===== config.mk =====
export PLATFORM = sky130hd
export DESIGN_NAME = out_buffer
export DESIGN_NICKNAME = d
export VERILOG_FILES = /design/src/rtl/out_buffer_pkg.sv /design/src/rtl/out_fifo.sv /design/src/rtl/out_buffer.sv
export SDC_FILE = /design/constraint.sdc
export NUM_CORES = 1
export LEC_CHECK = 0
export BUFFER_PORTS_ARGS = -buffer_cell sky130_fd_sc_hd__buf_2
export CAP_MARGIN = 20
export CORE_AREA = 8 8 96 163
export DETAILED_ROUTE_END_ITERATION = 8
export DIE_AREA = 0 0 104 171
export PLACE_DENSITY = 0.75
export SLEW_MARGIN = 5
export SYNTH_ARGS = -nofsm -noshare
export SYNTH_HDL_FRONTEND = slang
export SYNTH_SLANG_ARGS = --single-unit

===== constraint.sdc =====
create_clock -name clk -period 5.95 [get_ports clk]
set_input_delay 1.19 -clock clk [delete_from_list [all_inputs] [get_ports clk]]
set_output_delay 1.19 -clock clk [all_outputs]
set_load 0.03 [all_outputs]

===== src/rtl/out_buffer_pkg.sv =====
// rtl/out_buffer_pkg.sv - shared FSM encoding and drop-counter helpers for out_buffer
package out_buffer_pkg;

    typedef enum logic [1:0] {
        ST_IDLE   = 2'd0,
        ST_LOAD   = 2'd1,
        ST_ACCEPT = 2'd2,
        ST_FINISH = 2'd3
    } state_t;

    localparam int DROPCNT_W = 16;

    function automatic logic [DROPCNT_W-1:0] sat_inc(input logic [DROPCNT_W-1:0] v);
        return (v == {DROPCNT_W{1'b1}}) ? v : v + 1'b1;
    endfunction

endpackage


===== src/rtl/out_fifo.sv =====
// rtl/out_fifo.sv - result FIFO with registered occupancy and combinational head read
module out_fifo #(
    parameter int WIDTH = 32,
    parameter int DEPTH = 4
) (
    input  logic                         clk,
    input  logic                         rst_n,
    input  logic                         push,
    input  logic                         pop,
    input  logic [WIDTH-1:0]             wdata,
    output logic [WIDTH-1:0]             head,
    output logic                         full,
    output logic                         empty,
    output logic [$clog2(DEPTH+1)-1:0]   count
);
    localparam int PW = $clog2(DEPTH);
    localparam int CW = $clog2(DEPTH+1);

    logic [WIDTH-1:0] mem_q [DEPTH];
    logic [WIDTH-1:0] mem_d [DEPTH];
    logic [PW-1:0]    wr_ptr_q, wr_ptr_d;
    logic [PW-1:0]    rd_ptr_q, rd_ptr_d;
    logic [CW-1:0]    count_q, count_d;

    // Push into a full FIFO is legal only alongside a pop: head is read before the slot is overwritten.
    always_comb begin
        mem_d    = mem_q;
        wr_ptr_d = wr_ptr_q;
        rd_ptr_d = rd_ptr_q;
        count_d  = count_q;
        if (push) begin
            mem_d[wr_ptr_q] = wdata;
            wr_ptr_d        = wr_ptr_q + 1'b1;
        end
        if (pop) begin
            rd_ptr_d = rd_ptr_q + 1'b1;
        end
        if (push && !pop) begin
            count_d = count_q + 1'b1;
        end else if (pop && !push) begin
            count_d = count_q - 1'b1;
        end
    end

    always_ff @(posedge clk) begin
        mem_q <= mem_d;
    end

    always_ff @(posedge clk or negedge rst_n) begin
        if (!rst_n) begin
            wr_ptr_q <= '0;
            rd_ptr_q <= '0;
            count_q  <= '0;
        end else begin
            wr_ptr_q <= wr_ptr_d;
            rd_ptr_q <= rd_ptr_d;
            count_q  <= count_d;
        end
    end

    assign head  = mem_q[rd_ptr_q];
    assign full  = (count_q == CW'(DEPTH));
    assign empty = (count_q == '0);
    assign count = count_q;

endmodule


===== src/rtl/out_buffer.sv =====
// rtl/out_buffer.sv - FP result output stage: FIFO, registered bus, 4-phase handshake
// Optional OUT_BUFFER_DROPCNT_EN adds a saturating dropCount port.
module out_buffer
    import out_buffer_pkg::*;
#(
    parameter int WIDTH = 32,
    parameter int DEPTH = 4
) (
    input  logic                         clk,
    input  logic                         rst,
    input  logic                         doneFP,
    input  logic [WIDTH-1:0]             result,
    input  logic                         resultAccepted,
    output logic [WIDTH-1:0]             outBus,
    output logic                         resultReady,
    output logic                         full,
    output logic                         empty,
    output logic                         overflow,
    output logic [$clog2(DEPTH+1)-1:0]   occupancy
`ifdef OUT_BUFFER_DROPCNT_EN
    ,
    output logic [DROPCNT_W-1:0]         dropCount
`endif
);
    state_t           state_q, state_d;
    logic [WIDTH-1:0] out_bus_q, out_bus_d;
    logic [WIDTH-1:0] head;
    logic             pop, push, drop;

    assign pop  = (state_q == ST_LOAD);
    assign push = doneFP && (!full || pop);
    assign drop = doneFP && full && !pop;

    out_fifo #(.WIDTH(WIDTH), .DEPTH(DEPTH)) u_fifo (
        .clk   (clk),
        .rst_n (rst),
        .push  (push),
        .pop   (pop),
        .wdata (result),
        .head  (head),
        .full  (full),
        .empty (empty),
        .count (occupancy)
    );

    always_comb begin
        state_d   = state_q;
        out_bus_d = out_bus_q;
        case (state_q)
            ST_IDLE:   if (!empty) state_d = ST_LOAD;
            ST_LOAD: begin
                out_bus_d = head;
                state_d   = ST_ACCEPT;
            end
            ST_ACCEPT: if (resultAccepted) state_d = ST_FINISH;
            ST_FINISH: if (!resultAccepted) state_d = ST_IDLE;
            default:   state_d = ST_IDLE;
        endcase
    end

    always_ff @(posedge clk or negedge rst) begin
        if (!rst) begin
            state_q   <= ST_IDLE;
            out_bus_q <= '0;
        end else begin
            state_q   <= state_d;
            out_bus_q <= out_bus_d;
        end
    end

    assign outBus      = out_bus_q;
    assign resultReady = (state_q == ST_ACCEPT);

`ifdef OUT_BUFFER_DROPCNT_EN
    logic [DROPCNT_W-1:0] drop_cnt_q, drop_cnt_d;

    always_comb begin
        drop_cnt_d = drop ? sat_inc(drop_cnt_q) : drop_cnt_q;
    end

    always_ff @(posedge clk or negedge rst) begin
        if (!rst) drop_cnt_q <= '0;
        else      drop_cnt_q <= drop_cnt_d;
    end

    assign dropCount = drop_cnt_q;
    assign overflow  = (drop_cnt_q != '0);
`else
    logic ovf_q, ovf_d;

    always_comb begin
        ovf_d = ovf_q | drop;
    end

    always_ff @(posedge clk or negedge rst) begin
        if (!rst) ovf_q <= 1'b0;
        else      ovf_q <= ovf_d;
    end

    assign overflow = ovf_q;
`endif

endmodule

* After elaboration in Yosys (flattened, before gate mapping)
Index checks and enable logic that the tools add are counted.
Storage, ports and cells: output and inout port bits 39, input bits 36, logic and storage cells 53, flip-flop bits (word level) 170
Cells by class: order comparisons 3, reductions and logical operators 14, eq/ne operators 7, bitwise gates (word level) 3, multiplexer cells 12, add/subtract/negate cells 4
Operators with widths (count):
- bitwise mux 128 bit | 1
- 2-to-1 mux 32 bit | 3
- binary-select mux 32 bit (select 2 bit) | 1
- demux 32 bit (select 2 bit) | 1
- one-hot mux 2 bit (4 select lines) | 1
- greater-or-equal comparator 3 bit, second input constant | 2
- logical AND 1 bit | 6
- 2-to-1 mux 2 bit | 3
- 2-to-1 mux 3 bit | 2
- != test 2 bit, second input constant | 3
- NOT 2 -> 3 bit | 2
- adder 2 x 1 -> 2 bit, second input constant | 2
- == test 2 bit, second input constant | 2
- adder 3 x 1 -> 3 bit, second input constant | 1
- == test 3 bit, second input constant | 1
- logical NOT 1 bit | 3
- logical NOT 3 bit | 1
- < comparator 3 x 1 -> 1 bit, second input constant | 1
- AND reduction 3 bit | 1
- subtractor 3 x 1 -> 3 bit, second input constant | 1
- == test 2 x 1 -> 1 bit, second input constant | 1
- logical NOT 2 bit | 1
- nonzero test 2 bit | 1
- logical OR 1 bit | 1
- bitwise OR 1 bit | 1

* Depth between registers and ports, before layout
Gate-level depths: netlist (run 1).
word-level depth 8, mapped depth 11, mapped depth without buffers 10

* Cells and area by module
A second synthesis (run 1) with hierarchy kept.
Second synthesis, totals: cell total of the unflattened synthesis 290, area, all modules 6585.1 um^2
Modules (own cells, without submodules):
- out_fifo | cells an instance 202, instances 1, seq. area each 4018.9 um^2, area an instance 5059.9 um^2
- out_buffer | cells an instance 88, instances 1, seq. area each 875.8 um^2, area an instance 1525.2 um^2

* Worst setup path before layout (run 1)
Ideal clock, no wire load.
kind input to register, from input port doneFP, to register u_fifo.mem_q[0] in the netlist's numbering, enable pin, data required time 5.558 ns, data arrival time 2.346 ns, stages 3, slack 3.212 ns, path buffers 1, setup time 0.392 ns, cells stage by stage nor2b_1 > clkbuf_1 > and2_1
Between the ends: cells in the longest elaborated chain, start to end 1
Ends and longest elaborated chain:
- from (decl) | RTL line out_buffer.sv:11 | input logic doneFP,
- logical AND 1 bit | RTL line out_buffer.sv:31 | assign push = doneFP && (!full || pop);
- via push | RTL line out_buffer.sv:28 | logic pop, push, drop;
- to (signal assigned) | RTL line out_fifo.sv:46 | mem_q <= mem_d;
- to (decl) | RTL line out_fifo.sv:19 | logic [WIDTH-1:0] mem_q [DEPTH];
The timed path passes the listed nets, and every way through them passes these cells. A chain may end at the register's enable or synchronous reset.

* Final worst setup path (run 1)
from register state_q[1], to register u_fifo.mem_q[12] in the netlist's numbering, enable pin
Between the ends: cells in the longest elaborated chain, start to end 3
Ends and longest elaborated chain:
- from (decl) | RTL line out_buffer.sv:25 | state_t state_q, state_d;
- from (signal assigned) | RTL line out_buffer.sv:66 | state_q <= state_d;
- == test 2 x 1 -> 1 bit | RTL line out_buffer.sv:30 | assign pop = (state_q == ST_LOAD);
- logical OR 1 bit | RTL line out_buffer.sv:31
- logical AND 1 bit | RTL line out_buffer.sv:31
Every way passes these cells.

==> flow_metrics.py, run 1 <==
metrics = {
    "clock_network": {
        "clk_latency_ns": 0.41,
        "clockBufferDepth": 2,
        "cts_buffers": 17,
        "cts_setup_buffers": 0,
        "cts.sinks": 170,
        "cts_tree": "done",
        "cts_resized": 0,
        "cts_root_buffer": "clkbuf_16",
        "path_clk_slew_ns": 0.06,
        "ctsHoldBuffers": 0,
        "htreeDepth": 4,
    },
    "worst_setup_path": {
        "slowest_delay_ns": 0.82,
        "rr_startpoint": "state_q[1]",
        "crit_chain": "inv_1 -> ha_1 -> nor4b_1 -> nor2b_1 -> and2_2",
        "cp.required_ns": 5.99,
        "cp_max_fo": 32,
        "critPathLaunchType": "register",
        "worst_ep_arrival_time_ns": 2.60,
        "ff2ff_setup_slack_ns": 3.39,
        "startpoint": "state_q[1]",
        "r2r_cells": 5,
        "setup.worst_path.end_class": "register",
        "worstSetupPathType": "reg2reg",
        "cp_slowest_cell": "and2_2",
        "reg2reg_to": "u_fifo.mem_q[12]",
    },
    "synth": {
        "synth-seq-cells": 170,
        "synth.area.mux_share_pct": 10.5,
        "synth_top_area_share_pct": 59.7,
        "ys.warnings.count": 0,
        "synth_area_leader_cell": "edfxtp_1",
        "synth_fa_ha_area_share_pct": 2.25,
        "postSynthAreaPerCell_sq_um": 17.8,
        "yosysSeqAreaShare_pct": 76.0,
        "synthSimpleGateAreaFrac_pct": 1.63,
        "synth_top_family_by_area": "multiplexers",
        "netlist_area_sq_um": 6440,
        "synthTopCellsByArea": "edfxtp_1, dfrtp_1, mux2i_1",
        "ys_types": 26,
        "synth_cells": 361,
        "synth-compound-area-share_pct": 7.13,
        "synth_xor_area_share_pct": 0.816,
        "synth_nets": 408,
    },
    "cells_and_area": {
        "mostFrequentLayoutCell": "edfxtp_1",
        "fin_util_pct": 57.4,
        "stdcell_count": 626,
        "final_cell_mix": "edfxtp_1, buf_2, mux2i_1, dfrtp_1, a21o_1",
        "layout.nets": 486,
        "regArea_sq_um": 4900,
        "area_growth_pct": 18.6,
        "multi_input_area_sq_um": 1450,
        "stdcell_area_sq_um": 7640,
        "drive_gt1_share_pct": 26.1,
        "fillers": 1035,
        "diodes": 0,
    },
    "global_routing": {
        "grt_overflow": 0,
        "use_met2_pct": 25.9,
        "antenna_found_initial": 0,
        "grt_pass1_vias": 3562,
        "grt_usage_pct": 13.9,
        "met1_usage_pct": 14.7,
        "grt_busiest_layer": "met2",
        "grt_pass1_wl_mm": 18.9,
        "grt_util_met3_pct": 3.31,
        "grt_max_degree": 67,
    },
    "hold_path": {
        "hp-start": "overflow",
        "holdPathEnd": "overflow",
        "hold_depth": 1,
        "min_path_type": "reg2reg",
    },
    "placement": {
        "dp_hpwl_mm": 7.23,
        "dp_cells": 592,
        "pre_cts_slack_ns": 3.02,
        "placed_cell_area_sq_um": 6960,
        "gp_congestion": 0.666,
        "port_buffers": 74,
    },
    "power_and_ir_drop": {
        "power.density_nw_per_um2": 561,
        "seqPwrFrac_pct": 43.7,
        "p_sw_share_pct": 32.9,
        "leakagePower_nw": 3.22,
        "internal_power_mw": 2.88,
        "pwr-share-comb_pct": 29.5,
        "total_power_mw": 4.29,
        "pwr-share-clk_pct": 26.7,
        "power.switching_mw": 1.41,
        "irDropWorstVdd_v": 0.000318,
    },
    "sta": {
        "hold_violations": 0,
        "fin_crit_sh_pct": 43.0,
        "max_slew_margin_pct": 22.0,
        "clock_skew_ns": 0.00638,
        "post-route-min-period_ns": 2.56,
        "rsz0062_at_grt": "no",
        "maxSlewViolCount": 0,
        "holdWs_ns": 0.453,
        "setup_tns_ns": 0,
        "setup_violations": 0,
        "fmax_ghz": 0.391,
        "setup_ws_ns": 3.39,
        "worst_pin_slew_ns": 1.17,
    },
    "run": {
        "cap_violations": 0,
    },
    "route": {
        "routedWlPerCell_um": 19.1,
        "firstDrtPassIters": 4,
        "postRouteAntennaNets": 0,
        "via_per_inst": 5.39,
        "vias": 3376,
        "drc": 0,
        "drtIter0Drc": 262,
        "routed_wl_mm": 12.0,
    },
    "die": {
        "placementRows": 56,
        "die-area_sq_um": 17800,
        "chipWidth_um": 104,
        "fp.coreArea_sq_um": 13300,
        "ios": 75,
        "die_h_um": 171,
        "start_util_pct": 48.4,
    },
    "run_status": {
        "outcome": "finished, final reports clean",
    },
}
-- flip-flops by register name, indices dropped and copies added (netlist names) --
| signal | cells |
|---|---|
| overflow | 1 |
| u_fifo.wr_ptr_q | 2 |
| u_fifo.count | 3 |
| state_q | 2 |
| outBus | 32 |
| u_fifo.rd_ptr_q | 2 |
| u_fifo.mem_q | 128 |
-- power by group through the flow --
stage,combinational (mW),sequential (mW),clock [mW]
CTS,1.27,1.88,1.16
finish,1.27,1.88,1.15
detailed placement,1.26,1.90,0
global placement,1.21,1.88,0
floorplan,0.783,2.00,0
global route,1.38,1.92,1.21
-- logic make-up (layout without fill, tap and decap cells) --
kind of cell / Yosys count / in the layout
compound gates: 66 / 66
xor+xnor: 6 / 6
mux: 67 / 67
flops: 170 / 170
buf+inv: 24 / 115
fa+ha+maj: 11 / 11
simple gates: 17 / 17
-- final cells by class --
cell class | instances | area share, %
clock buffers | 21 | 6.02
clock inverters | 11 | 2.23
inverters | 6 | 0.295
multi-input cells | 167 | 18.9
flip-flops and latches | 170 | 64.1
well taps | 174 | 2.85
repair buffers | 77 | 5.57
-- critical path: cells and delay by family, from the launching register on --
family                   cells  cell delay, ns
adder cells (fa/ha/maj)      1            0.31
flip-flops                   1            0.41
buffers and inverters        1            0.11
AND/OR/NAND/NOR              3            1.33
-- metal layers --
layer	wire length (um)	part of all wire, %	up-vias
li1	-	-	1549
met1	4700	39	1740
met2	6760	56	76
met3	371	3.1	11
met4	142	1.2	0
met5	0	0	-
-- worst max path at each step --
stage                              endpoint  slack (ns)
final                      u_fifo.mem_q[12]        3.39
after global routing      u_fifo.mem_q[109]        3.14
after CTS                   u_fifo.count[2]        3.01
after detailed placement    u_fifo.count[2]        3.02
after global placement     u_fifo.mem_q[15]        3.08
after floorplan             u_fifo.mem_q[0]        3.21
-- synth_stat cells --
library cell    n
mux2_2          2
nor2_1          1
nand2b_1        2
clkbuf_1       11
fa_1            1
o22ai_1        32
mux2_4          1
mux2i_1        64
o32a_2          1
and2_1          4
and3_4          1
buf_4           4
xor2_1          3
nor4b_1         1
nand2_1         4
edfxtp_1      128
nor3b_1         1
nor3_1          1
a21o_1         33
ha_1           10
nor2b_1         1
or4b_1          1
inv_1           6
buf_2           3
dfrtp_1        42
xnor2_1         3
(Power assumes the default switching activity.)
==> run 2: changes to the inputs <==
==> constraint.sdc (replaced) <==
create_clock -name clk -period 2.7 [get_ports clk]
set_input_delay 0.54 -clock clk [delete_from_list [all_inputs] [get_ports clk]]
set_output_delay 0.54 -clock clk [all_outputs]
set_load 0.03 [all_outputs]
==> flow_metrics.py, run 2 (synthesized netlist as in run 1, its figures left out) <==
metrics = {
    "run_status": {
        "outcome": "finished, final reports clean",
    },
    "clock_network": {
        "cts_buffers": 17,
        "clk_latency_ns": 0.42,
        "clockBufferDepth": 2,
        "cts_root_buffer": "clkbuf_16",
        "path_clk_slew_ns": 0.06,
        "htreeDepth": 4,
        "cts_resized": 0,
        "ctsHoldBuffers": 0,
        "cts_tree": "done",
        "cts_setup_buffers": 0,
        "cts.sinks": 170,
    },
    "sta": {
        "maxSlewViolCount": 0,
        "clock_skew_ns": 0.0104,
        "post-route-min-period_ns": 2.55,
        "worst_pin_slew_ns": 0.839,
        "holdWs_ns": 0.0520,
        "setup_violations": 0,
        "hold_violations": 0,
        "fmax_ghz": 0.392,
        "max_slew_margin_pct": 44.1,
        "fin_crit_sh_pct": 94.6,
    },
    "worst_setup_path": {
        "worst_ep_arrival_time_ns": 2.85,
        "slowest_delay_ns": 0.46,
        "crit_chain": "inv_1 -> ha_1 -> nor4b_1 -> nor2b_2 -> ha_1 -> inv_1 -> fa_1 -> mux2_2",
        "cp.required_ns": 3.00,
        "cp_slowest_cell": "nor4b_1",
        "ff2ff_setup_slack_ns": 0.15,
        "worstSetupPathType": "reg2reg",
        "critPathLaunchType": "register",
        "path_delay_family": "adder cells",
        "r2r_cells": 8,
        "cp_max_fo": 7,
        "setup.worst_path.end_class": "register",
        "critPathBufInv": 2,
        "reg2reg_to": "u_fifo.count[1]",
        "rr_startpoint": "state_q[1]",
    },
    "route": {
        "vias": 3412,
        "routed_wl_mm": 12.7,
        "postRouteAntennaNets": 0,
        "drc": 0,
        "via_per_inst": 5.39,
        "firstDrtPassIters": 6,
        "drtIter0Drc": 194,
        "routedWlPerCell_um": 20.0,
    },
    "die": {
        "die_h_um": 171,
        "fp.coreArea_sq_um": 13300,
        "die-area_sq_um": 17800,
        "start_util_pct": 48.4,
        "placementRows": 56,
        "ios": 75,
        "chipWidth_um": 104,
    },
    "placement": {
        "placed_cell_area_sq_um": 7110,
        "dp_cells": 601,
        "gp_congestion": 0.748,
        "dp_hpwl_mm": 7.83,
        "port_buffers": 74,
    },
    "cells_and_area": {
        "final_cell_mix": "edfxtp_1, buf_2, mux2i_1, dfrtp_1, a21o_1",
        "area_growth_pct": 19.6,
        "layout.nets": 493,
        "fillers": 1041,
        "diodes": 0,
        "largest-register": "u_fifo.mem_q",
        "stdcell_area_sq_um": 7710,
        "drive_gt1_share_pct": 27.7,
        "largest_reg_flops": 128,
        "stdcell_count": 633,
        "multi_input_area_sq_um": 1450,
        "mostFrequentLayoutCell": "edfxtp_1",
        "regArea_sq_um": 4900,
    },
    "power_and_ir_drop": {
        "p_sw_share_pct": 34.4,
        "internal_power_mw": 6.21,
        "seqPwrFrac_pct": 41.8,
        "pwr-share-comb_pct": 32.7,
        "power.density_nw_per_um2": 1230,
        "pwr-share-clk_pct": 25.6,
        "leakagePower_nw": 3.23,
        "power.switching_mw": 3.26,
        "irDropWorstVdd_v": 0.000586,
    },
    "global_routing": {
        "grt_max_degree": 33,
        "antenna_found_initial": 0,
        "grt_pass1_vias": 3742,
        "grt_overflow": 0,
        "grt_usage_pct": 14.8,
        "grt_pass1_wl_mm": 19.7,
    },
    "run": {
        "cap_violations": 0,
    },
    "hold_path": {
        "min_path_type": "in2async",
    },
}
run 2: cell count changes in the layout (fill, tap and decap cells not counted), sizes merged:
cell / previous run / this run
inv: 6 / 12
bufinv: 4 / 2
clkbuf: 21 / 19
buf: 77 / 84
clkinv: 7 / 2
clkinvlp: 0 / 3
run 2: worst max-delay path by stage:
| stage | to | depth (start not counted) | from | slack (ns) |
|---|---|---|---|---|
| 3_5_place_dp | u_fifo.count[2] | 10 | state_q[1] | 0.13 |
| 2_1_floorplan | u_fifo.mem_q[0] | 6 | state_q[1] | 0.34 |
| 5_1_grt | u_fifo.count[1] | 8 | state_q[1] | -0.01 |
| 6_report | u_fifo.count[1] | 8 | state_q[1] | 0.15 |
| 3_3_place_gp | u_fifo.count[2] | 10 | state_q[1] | 0.28 |
| 4_1_cts | u_fifo.count[2] | 10 | state_q[1] | 0.09 |
run 2: area by class of cell:
| class | count | share of cell area, % |
|---|---|---|
| sequential | 170 | 63.6 |
| timing repair buffer | 84 | 6.75 |
| tap | 174 | 2.82 |
| clock inverter | 13 | 2.01 |
| multi-input combinational | 167 | 18.8 |
| clock buffer | 19 | 5.75 |
| inverter | 6 | 0.292 |
run 2: stage by stage:
stage | worst slack [ns] | utilization [%] | setup TNS, ns | power [mW]
global route | -0.0114 | 57.9 | -0.0114 | 9.91
CTS | 0.0854 | 57.9 | 0 | 9.55
detailed placement | 0.134 | 53.4 | 0 | 7.11
finish | 0.147 | 57.9 | 0 | 9.47
global placement | 0.284 | 53.4 | 0 | 6.99
floorplan | 0.335 | - | 0 | 6.13
run 2: power by group through the flow:
stage                     combinational (mW)  clock, mW  sequential [mW]
after CTS                               3.13       2.46             3.96
final                                   3.09       2.42             3.95
after global placement                  3.03          0             3.96
after global routing                    3.33       2.56             4.02
after detailed placement                3.11          0             4.00
after floorplan                         1.73          0             4.41
run 2: routing by layer:
layer | share of wire [%] | global-route usage [%] | vias up
li1 | - | - | 1558
met1 | 39 | 14.8 | 1759
met2 | 56 | 27.6 | 78
met3 | 3.3 | 4.07 | 17
met4 | 1.8 | 7.16 | 0
met5 | 0 | 0 | -
